## src/rtl/pipe_wb_reg_pkg.sv

```systemverilog
// rtl/pipe_wb_reg_pkg.sv - shared encodings and action decode for the MEM/WB register
package pipe_wb_reg_pkg;

    localparam logic        STOP          = 1'b1;
    localparam logic        NO_STOP       = 1'b0;
    localparam logic        WRITE_ENABLE  = 1'b1;
    localparam logic        WRITE_DISABLE = 1'b0;
    localparam logic [4:0]  NOP_REG_ADDR  = 5'd0;
    localparam logic [31:0] ZERO_WORD     = 32'h0000_0000;

    typedef enum logic [1:0] {
        ACT_LOAD   = 2'd0,
        ACT_HOLD   = 2'd1,
        ACT_BUBBLE = 2'd2
    } wb_action_e;

    // Flush beats everything; a stalled stage whose consumer is free emits a bubble.
    function automatic wb_action_e decode_action(input logic flush,
                                                 input logic own_stall,
                                                 input logic down_stall);
        if (flush)
            return ACT_BUBBLE;
        if (own_stall == STOP && down_stall == NO_STOP)
            return ACT_BUBBLE;
        if (own_stall == STOP)
            return ACT_HOLD;
        return ACT_LOAD;
    endfunction

endpackage

```

## src/rtl/sat_counter.sv

```systemverilog
// rtl/sat_counter.sv - saturating event counter with synchronous clear
module sat_counter #(
    parameter int CNT_W = 16
) (
    input  logic             clk,
    input  logic             rst_n,
    input  logic             inc,
    input  logic             clr,
    output logic [CNT_W-1:0] cnt
);

    logic [CNT_W-1:0] cnt_q;
    logic [CNT_W-1:0] cnt_d;

    always_comb begin
        cnt_d = cnt_q;
        if (clr)
            cnt_d = '0;
        else if (inc && (cnt_q != {CNT_W{1'b1}}))
            cnt_d = cnt_q + CNT_W'(1);
    end

    always_ff @(posedge clk or negedge rst_n) begin
        if (!rst_n)
            cnt_q <= '0;
        else
            cnt_q <= cnt_d;
    end

    assign cnt = cnt_q;

endmodule

```

## src/rtl/pipe_wb_reg.sv

```systemverilog
// rtl/pipe_wb_reg.sv - multi-lane MEM/WB pipeline register with hold/bubble/flush control
module pipe_wb_reg
    import pipe_wb_reg_pkg::*;
#(
    parameter int DATA_W    = 32,
    parameter int ADDR_W    = 5,
    parameter int NUM_LANES = 2,
    parameter int HILO_EN   = 1,
    parameter int STALL_W   = 6,
    parameter int STAGE_IDX = 4,
    parameter int CNT_W     = 16
) (
    input  logic                        clk,
    input  logic                        rst,
    input  logic [STALL_W-1:0]          stall,
    input  logic                        flush,
    input  logic [NUM_LANES-1:0]        mem_wreg,
    input  logic [NUM_LANES*ADDR_W-1:0] mem_wd,
    input  logic [NUM_LANES*DATA_W-1:0] mem_wdata,
    input  logic                        mem_whilo,
    input  logic [DATA_W-1:0]           mem_hi,
    input  logic [DATA_W-1:0]           mem_lo,
    output logic [NUM_LANES-1:0]        wb_wreg,
    output logic [NUM_LANES*ADDR_W-1:0] wb_wd,
    output logic [NUM_LANES*DATA_W-1:0] wb_wdata,
    output logic                        wb_whilo,
    output logic [DATA_W-1:0]           wb_hi,
    output logic [DATA_W-1:0]           wb_lo,
    output logic                        wb_valid,
    input  logic                        cnt_clr,
    output logic [CNT_W-1:0]            bubble_cnt,
    output logic [CNT_W-1:0]            hold_cnt
);

    wb_action_e action;
    logic       unused_stall;

    assign action       = decode_action(flush, stall[STAGE_IDX], stall[STAGE_IDX+1]);
    assign unused_stall = ^stall;

    for (genvar i = 0; i < NUM_LANES; i++) begin : g_lane
        logic              wreg_q,  wreg_d;
        logic [ADDR_W-1:0] wd_q,    wd_d;
        logic [DATA_W-1:0] wdata_q, wdata_d;

        always_comb begin
            wreg_d  = wreg_q;
            wd_d    = wd_q;
            wdata_d = wdata_q;
            case (action)
                ACT_LOAD: begin
                    wreg_d  = mem_wreg[i];
                    wd_d    = mem_wd[i*ADDR_W +: ADDR_W];
                    wdata_d = mem_wdata[i*DATA_W +: DATA_W];
                end
                ACT_BUBBLE: begin
                    wreg_d  = WRITE_DISABLE;
                    wd_d    = ADDR_W'(NOP_REG_ADDR);
                    wdata_d = DATA_W'(ZERO_WORD);
                end
                default: ;
            endcase
        end

        always_ff @(posedge clk or negedge rst) begin
            if (!rst) begin
                wreg_q  <= WRITE_DISABLE;
                wd_q    <= '0;
                wdata_q <= '0;
            end else begin
                wreg_q  <= wreg_d;
                wd_q    <= wd_d;
                wdata_q <= wdata_d;
            end
        end

        assign wb_wreg[i]                    = wreg_q;
        assign wb_wd[i*ADDR_W +: ADDR_W]     = wd_q;
        assign wb_wdata[i*DATA_W +: DATA_W]  = wdata_q;
    end

    if (HILO_EN != 0) begin : g_hilo
        logic              whilo_q, whilo_d;
        logic [DATA_W-1:0] hi_q,    hi_d;
        logic [DATA_W-1:0] lo_q,    lo_d;

        always_comb begin
            whilo_d = whilo_q;
            hi_d    = hi_q;
            lo_d    = lo_q;
            case (action)
                ACT_LOAD: begin
                    whilo_d = mem_whilo;
                    hi_d    = mem_hi;
                    lo_d    = mem_lo;
                end
                ACT_BUBBLE: begin
                    whilo_d = WRITE_DISABLE;
                    hi_d    = DATA_W'(ZERO_WORD);
                    lo_d    = DATA_W'(ZERO_WORD);
                end
                default: ;
            endcase
        end

        always_ff @(posedge clk or negedge rst) begin
            if (!rst) begin
                whilo_q <= WRITE_DISABLE;
                hi_q    <= '0;
                lo_q    <= '0;
            end else begin
                whilo_q <= whilo_d;
                hi_q    <= hi_d;
                lo_q    <= lo_d;
            end
        end

        assign wb_whilo = whilo_q;
        assign wb_hi    = hi_q;
        assign wb_lo    = lo_q;
    end else begin : g_no_hilo
        logic unused_hilo;
        assign unused_hilo = ^{mem_whilo, mem_hi, mem_lo};
        assign wb_whilo    = WRITE_DISABLE;
        assign wb_hi       = '0;
        assign wb_lo       = '0;
    end

    logic valid_q, valid_d;

    always_comb begin
        valid_d = valid_q;
        case (action)
            ACT_LOAD:   valid_d = 1'b1;
            ACT_BUBBLE: valid_d = 1'b0;
            default: ;
        endcase
    end

    always_ff @(posedge clk or negedge rst) begin
        if (!rst)
            valid_q <= 1'b0;
        else
            valid_q <= valid_d;
    end

    assign wb_valid = valid_q;

    sat_counter #(.CNT_W(CNT_W)) u_bubble_cnt (
        .clk   (clk),
        .rst_n (rst),
        .inc   (action == ACT_BUBBLE),
        .clr   (cnt_clr),
        .cnt   (bubble_cnt)
    );

    sat_counter #(.CNT_W(CNT_W)) u_hold_cnt (
        .clk   (clk),
        .rst_n (rst),
        .inc   (action == ACT_HOLD),
        .clr   (cnt_clr),
        .cnt   (hold_cnt)
    );

    // Upstream must never stall the consumer while this stage is free.
    illegal_stall_a: assert property (@(posedge clk) disable iff (!rst)
        !((stall[STAGE_IDX] == NO_STOP) && (stall[STAGE_IDX+1] == STOP)));

endmodule

```

## config.mk

```make
export PLATFORM = sky130hd
export DESIGN_NAME = pipe_wb_reg
export DESIGN_NICKNAME = d
export VERILOG_FILES = /design/src/rtl/pipe_wb_reg_pkg.sv /design/src/rtl/sat_counter.sv /design/src/rtl/pipe_wb_reg.sv
export SDC_FILE = /design/constraint.sdc
export NUM_CORES = 1
export LEC_CHECK = 0
export ABC_AREA = 0
export CAP_MARGIN = 40
export CORE_ASPECT_RATIO = 0.7
export CORE_MARGIN = 2
export CORE_UTILIZATION = 40
export DETAILED_ROUTE_END_ITERATION = 10
export HOLD_SLACK_MARGIN = 0.05
export PLACE_DENSITY_LB_ADDON = 0.12
export SLEW_MARGIN = 10
export SYNTH_ARGS = -nofsm -noshare
export SYNTH_HDL_FRONTEND = slang
export SYNTH_SLANG_ARGS = --single-unit
```

## constraint.sdc

```tcl
create_clock -name clk -period 2.45 [get_ports clk]
set_input_delay 0.6125 -clock clk [delete_from_list [all_inputs] [get_ports clk]]
set_output_delay 0.6125 -clock clk [all_outputs]
set_load 0.03 [all_outputs]
```

# == Word level (Yosys, flattened, before mapping) ==
# Index checks and enable logic that the tools add are counted.
# classes
add_sub_neg,2
n_eq_ne,4
muxes,26
n_bitwise,1
n_reduce_logical,7
# ops
operator,count
$pmux 32 s2,4
$mux 16,4
$add 16x1->16 const B,2
$ne 16x16->1 const B,2
$pmux 5 s2,2
$mux 2,6
$pmux 1 s2,4
$mux 1,6
$reduce_bool 2->1,3
$logic_and 1x1->1,3
$eq 2x1->1 const B,1
$eq 2x2->1 const B,1
$logic_not 2->1,1
$not 1->1,1
# word_totals
register_bits,174
inputBits,151
out_inout_bits,174

# == Longest topological paths before layout ==
# Gate-level depths: netlist (run 1).
# depth
word_depth,13
depth_mapped,7
mapped_depth_nobuf,5

# == Modules after synthesis ==
# A second synthesis (run 1) with hierarchy kept.
# hier_totals
hier_cells,535
area_unflattened_um2,7174.4
# by_module_without_submodules
mod,instances,cells_each,area_per_inst_um2
pipe_wb_reg,1,339,5290.1
sat_counter,2,98,942.2

# == Worst setup path after synthesis (run 1) ==
# No wires, ideal clock.
# synth_path
path_type,input to register
startpoint,input port flush
endpoint,register u_hold_cnt.cnt_q[9] (netlist: u_hold_cnt.cnt[9])
setup_time_ps,78
arrival_ps,2064
t_required_ps,2372
path_slack_ps,308
cell_stages,6
path_buffers,2
path_cell_list,buf_6 -> nand3b_4 -> or4_1 -> buf_2 -> or4_1 -> a21oi_1
# synth_between
elab_chain_cells,5
# synth_lines
item,line_no,rtl
"start, declared",pipe_wb_reg.sv:16,"input logic flush,"
$mux 1,pipe_wb_reg_pkg.sv:21,if (flush)
$mux 2,pipe_wb_reg_pkg.sv:23,if (own_stall == STOP && down_stall == NO_STOP)
$eq 2x1->1,pipe_wb_reg.sv:160,".inc (action == ACT_HOLD),"
$logic_and 1x1->1,sat_counter.sv:19,else if (inc && (cnt_q != {CNT_W{1'b1}}))
$reduce_bool 2->1 (no line),n/a,
"end signal, assigned",sat_counter.sv:27,cnt_q <= cnt_d;
"end, declared",sat_counter.sv:12,logic [CNT_W-1:0] cnt_q;
# No other way between the ends.
# A chain may end at the register's enable or synchronous reset.

# == Final worst setup path (run 1) ==
# layout_path
startpoint,register u_bubble_cnt.cnt_q[8] (netlist: u_bubble_cnt.cnt[8])
endpoint,output port bubble_cnt[8]
# layout_lines
item,line_no,rtl
"start, declared",sat_counter.sv:12,
"start signal, assigned",sat_counter.sv:27,
"end, declared",pipe_wb_reg.sv:31,"output logic [CNT_W-1:0] bubble_cnt,"
# No word-level cell between the ends.

==> impl_metrics.json, run 1 <==
{
  "start_kind": "flop",
  "fmax_ghz": 0.4391,
  "clock_latency_ns": 0.43,
  "synth-seq-area-share": 0.6394,
  "hp-class": "in2async",
  "layoutNonFillerInstCount": 1087,
  "io_buffers": 320,
  "root_buffer": "clkbuf_16",
  "finalNetCount": 1002,
  "cts.sinks": 174,
  "dp.cells": 1055,
  "viasPerCell": 5.455,
  "cts_hold_buf": 0,
  "setup-tns-final_ns": 0,
  "nFillCells": 1265,
  "min_period_over_period": 0.9295,
  "antenna_found_initial": 0,
  "syn_inst": 525,
  "postCtsSetupRepairBufs": 0,
  "io_pins": 325,
  "critical_path.top_delay_family": "buffers and inverters",
  "fin_util": 0.6712,
  "drive_gt1_frac": 0.07889,
  "status": "complete, no violations",
  "grt_max_degree": 81,
  "crit_chain": "clkdlybuf4s50_1",
  "r2r_slack_ns": 0.35,
  "first_pass_iters": 4,
  "most-common-layout-cells": "clkdlybuf4s50_1, dfrtp_1, a22o_1",
  "area_growth_pct": 62.56,
  "p_total_mw": 7.147,
  "grt_pass1_wl_um": 33440,
  "ys_ff_latch": 174,
  "p_per_area_mw_per_mm2": 645.6,
  "place_congestion": 0.8212,
  "irDropWorstVdd_mv": 0.4000,
  "drv_slew": 0,
  "cts_buffer_depth": 2,
  "antennaDiodeCount": 0,
  "maxCapViolations": 0,
  "path_clk_slew_ns": 0.07,
  "period_minus_slack_ns": 2.277,
  "cpPeakStageDelay_ns": 0.73,
  "avgSynthCellArea_um2": 12.97,
  "crit_buf_inv": 1,
  "worstMarginPinSlew_ns": 0.6483,
  "dp_hpwl_um": 15090,
  "grt_pass1_vias": 6117,
  "dieArea_mm2": 0.01810,
  "skew_ns": 0.01039,
  "yosys_warnings": 0,
  "die_h_um": 113.2,
  "crit_fanout": 9,
  "relSlewSlack": 0.5664,
  "die_w_um": 160.0,
  "layout_commonest_cell": "clkdlybuf4s50_1",
  "cts_made_buffers": 17,
  "synthesis.area_mm2": 0.006810,
  "cp_data_required_time_ns": 1.84,
  "h-tree-depth": 4,
  "routed-via-count": 5930,
  "rows": 39,
  "drt-wirelength-per-cell_um": 19.57,
  "syn_nets": 678,
  "grt_remaining_overflow": 0,
  "wl_um": 21270,
  "critPathArrivalTime_ns": 1.66,
  "ant_nets": 0,
  "setup_viol": 0,
  "crit_type": "reg2out",
  "core_mm2": 0.01649,
  "initial_utilization": 0.4129,
  "drc": 0,
  "leakage_nw": 4.755,
  "drt_iter0_drc": 367,
  "cpMaxStageDelayCell": "clkdlybuf4s50_1",
  "end_kind": "output pin",
  "gr-usage-all-layers": 0.2350,
  "hold_violations": 0,
  "cts_tree": "done",
  "ys_types": 37,
  "rsz0062_at_grt": "no",
  "ctsResizeCount": 0
}
-- through the flow --
stage                     hold WS (ns)  area [um^2]  setup WS (ns)
final                           0.1280        11070         0.1727
after global routing            0.1570        11070         0.1110
after CTS                       0.1397        11070         0.1556
after detailed placement        0.4904        10400       -0.08144
after global placement          0.4874        10400       -0.05785
after floorplan                 0.3169         6810         0.3085
-- power breakdown --
group	switching, mW	internal [mW]
sequential	0.0725	2.99
clock	1.19	1.87
combinational	0.519	0.512
-- final timing paths --
kind,depth (start not counted),to,start
worst max-delay path,1,bubble_cnt[8],u_bubble_cnt.cnt[8]
worst min-delay path,1,wb_hi[31],rst
worst max register to register,5,u_hold_cnt.cnt[10],u_hold_cnt.cnt[0]
worst min register to register,1,wb_hi[21],wb_hi[21]
max in group asynchronous,2,wb_hi[28],rst
min in group clk,1,wb_hi[21],wb_hi[21]
-- synthesized netlist by cell type (all sizes together) --
master	count	area share
dfrtp	174	0.64
a22o	141	0.18
clkbuf	33	0.018
a21oi	25	0.018
o31ai	17	0.019
or4	17	0.019
nand2	13	0.0072
nand3	12	0.0088
nor2	10	0.0055
buf	9	0.0075
nand4	9	0.0083
or3	9	0.0083
inv	6	0.0033
o21ai	6	0.0044
nor4	5	0.0046
and3	4	0.0037
and4	4	0.0051
nor3	4	0.0029
mux2	3	0.0050
nor2b	3	0.0028
o211ai	3	0.0033
o21a	3	0.0033
ha	2	0.0037
o41ai	2	0.0026
or2	2	0.0018
a2111oi	1	0.0013
a41oi	1	0.0013
and3b	1	0.0013
mux2i	1	0.0015
nand3b	1	0.0029
nor3b	1	0.0011
nor4b	1	0.0013
o2111ai	1	0.0013
o311ai	1	0.0013
-- metal layers --
| layer | track usage | part of all wire | up-vias |
|---|---|---|---|
| met2 | 0.4020 | 0.50 | 230 |
| met3 | 0.07111 | 0.074 | 34 |
| li1 | - | - | 2692 |
| met4 | 0.08468 | 0.021 | 0 |
| met1 | 0.2847 | 0.40 | 2974 |
| met5 | 0 | 0 | - |
-- flip-flops by register name, summed over array words and instances, names as in the netlist --
signal	flops
wb_lo	32
wb_whilo	1
wb_valid	1
g_lane.wreg_q	2
g_lane.wdata_q	64
u_bubble_cnt.cnt	16
wb_hi	32
g_lane.wd_q	10
u_hold_cnt.cnt	16
-- cell families after synthesis --
group	count (synthesis)	share of synthesized area
mux	4	0.006430
simple gates	96	0.08433
compound gates	201	0.2372
flops	174	0.6394
buf+inv	48	0.02903
fa+ha+maj	2	0.003674
-- layout make-up --
cell class | count | area, um^2 | share of cell area
clock inverters | 13 | 224.0 | 0.02023
clock buffers | 19 | 442.9 | 0.04001
well taps | 225 | 281.5 | 0.02543
repair buffers | 347 | 3470 | 0.3134
inverters | 6 | 22.52 | 0.002034
flip-flops and latches | 174 | 4354 | 0.3933
multi-input cells | 303 | 2276 | 0.2056
Note: power is estimated with default switching activity, not from simulation.
==> run 2: changes to the inputs <==
CAP_MARGIN = not set   (was 40)
GPL_TIMING_DRIVEN = 0   (was not set)
==> impl_metrics.json, run 2 (synthesized netlist as in run 1, its figures left out) <==
{
  "leakage_nw": 4.685,
  "cts_tree": "done",
  "layoutNonFillerInstCount": 1101,
  "layout_commonest_cell": "clkdlybuf4s50_1",
  "cpMaxStageDelayCell": "clkdlybuf4s50_1",
  "route.met2.wl_um": 11110,
  "intPower_mw": 5.320,
  "cpPeakStageDelay_ns": 0.52,
  "p_total_mw": 7.122,
  "core_mm2": 0.01649,
  "drc": 0,
  "crit_type": "in2reg",
  "rows": 39,
  "most-common-layout-cells": "clkdlybuf4s50_1, dfrtp_1, a22o_1",
  "r2r_slack_ns": 0.18,
  "layout_setup_ws_ns": 0.1306,
  "setup_viol": 0,
  "pwr-share-seq": 0.430,
  "cp_data_required_time_ns": 2.81,
  "grt_max_degree": 105,
  "h-tree-depth": 4,
  "drt-wirelength-per-cell_um": 20.06,
  "drt_iter0_drc": 429,
  "antenna_found_initial": 0,
  "maxCapViolations": 0,
  "final_area_mm2": 0.01097,
  "irDropWorstVdd_mv": 0.4230,
  "path_clk_slew_ns": 0.07,
  "placed_area_mm2": 0.01032,
  "root_buffer": "clkbuf_16",
  "clock_latency_ns": 0.43,
  "start_kind": "primary input",
  "place_congestion": 0.8323,
  "rsz0062_at_grt": "no",
  "r2r-end": "u_hold_cnt.cnt[12]",
  "die_h_um": 113.2,
  "worstMarginPinSlew_ns": 0.8603,
  "first_pass_iters": 5,
  "hp-class": "in2async",
  "clock_power_share": 0.427,
  "dp.cells": 1070,
  "p_switching_mw": 1.801,
  "area_growth_pct": 61.14,
  "dieArea_mm2": 0.01810,
  "ant_nets": 0,
  "grt_pass1_wl_um": 34340,
  "finalNetCount": 1016,
  "cts_buffer_depth": 2,
  "largest_reg_flops": 64,
  "wl_met1_um": 8649,
  "startpoint": "stall[4]",
  "viasPerCell": 5.476,
  "p_comb_frac": 0.143,
  "dp_hpwl_um": 16250,
  "post-place-ws_ns": -0.7660,
  "r2r_start": "u_hold_cnt.cnt[0]",
  "relSlewSlack": 0.4212,
  "antennaDiodeCount": 0,
  "io_pins": 325,
  "drv_slew": 0,
  "ff2ff_path_depth": 6,
  "cts.sinks": 174,
  "initial_utilization": 0.4129,
  "highest-signal-layer": "met4",
  "fmax_ghz": 0.4311,
  "min_period_over_period": 0.9467,
  "nFillCells": 1245,
  "routed-via-count": 6029,
  "wl_um": 22090,
  "skew_ns": 0.005591,
  "crit_chain": "clkdlybuf4s50_1 -> nor2_1 -> clkbuf_2 -> buf_1 -> a22o_1",
  "p_sw_frac": 0.2530,
  "crit_fanout": 10,
  "period_minus_slack_ns": 2.319,
  "io_buffers": 319,
  "hold_violations": 0,
  "crit_end": "wb_lo[5]",
  "grt_remaining_overflow": 0,
  "die_w_um": 160.0,
  "drive_gt1_frac": 0.05251,
  "critPathArrivalTime_ns": 2.68,
  "end_kind": "flop",
  "grt_pass1_vias": 6212,
  "status": "complete, no violations",
  "dr_wl_met3_um": 1837,
  "gr-usage-all-layers": 0.2444,
  "cts_made_buffers": 17,
  "top_register": "g_lane.wdata_q",
  "p_per_area_mw_per_mm2": 649.0
}
==> run 2: power groups by stage <==
stage	combinational, mW	sequential (mW)	clock, mW
6_report	1.02	3.06	3.04
5_1_grt	1.08	3.07	3.22
4_1_cts	1.03	3.06	3.08
3_5_place_dp	1.03	3.11	0
3_3_place_gp	1.00	3.11	0
2_1_floorplan	0.182	3.34	0
==> run 2: worst max-delay path: cells and delay by family <==
family          cells  cell delay, ns
buf+inv             3            1.37
compound gates      1            0.22
simple gates        1            0.47
==> run 2: repair_timing <==
action	CTS	global route
pin swaps	0	0
hold buffers	0	0
setup endpoints to repair	91	81
resized for setup	3	0
buffers inserted	0	0
==> run 2: layer usage <==
metal,vias up,global-route usage
met3,35,0.07588
met1,2978,0.2947
met5,-,0
met2,285,0.4162
met4,0,0.09189
li1,2731,-
==> run 2: worst min-delay path by stage <==
| stage | from | end | slack, ns | cells after the start |
|---|---|---|---|---|
| after floorplan | rst | g_lane[0].wd_q[0] | 0.32 | 0 |
| after global placement | g_lane[1].wdata_q[30] | g_lane[1].wdata_q[30] | 0.49 | 1 |
| after detailed placement | g_lane[1].wdata_q[18] | g_lane[1].wdata_q[18] | 0.49 | 1 |
| after CTS | rst | g_lane[1].wd_q[1] | 0.25 | 1 |
| after global routing | rst | g_lane[0].wd_q[0] | 0.28 | 1 |
| final | rst | g_lane[0].wd_q[0] | 0.19 | 1 |
==> run 2: final cells by class <==
class / count / area, um^2 / share of cell area
clock buffer: 18 / 429.2 / 0.03911
multi-input combinational: 303 / 2258 / 0.2058
inverter: 6 / 22.52 / 0.002052
clock inverter: 14 / 226.5 / 0.02064
timing repair buffer: 320 / 3226 / 0.2939
sequential: 174 / 4354 / 0.3968
tap: 225 / 281.5 / 0.02565
buffer: 41 / 176.4 / 0.01608
==> run 2: per-stage QoR <==
stage          setup TNS, ns  utilization  hold WS, ns
3_5_place_dp          -68.79       0.6256       0.4898
6_report                   0       0.6654       0.1899
5_1_grt                    0       0.6654       0.2802
3_3_place_gp        -1101.66       0.6236       0.4868
2_1_floorplan              0            -       0.3169
4_1_cts                    0       0.6656       0.2533
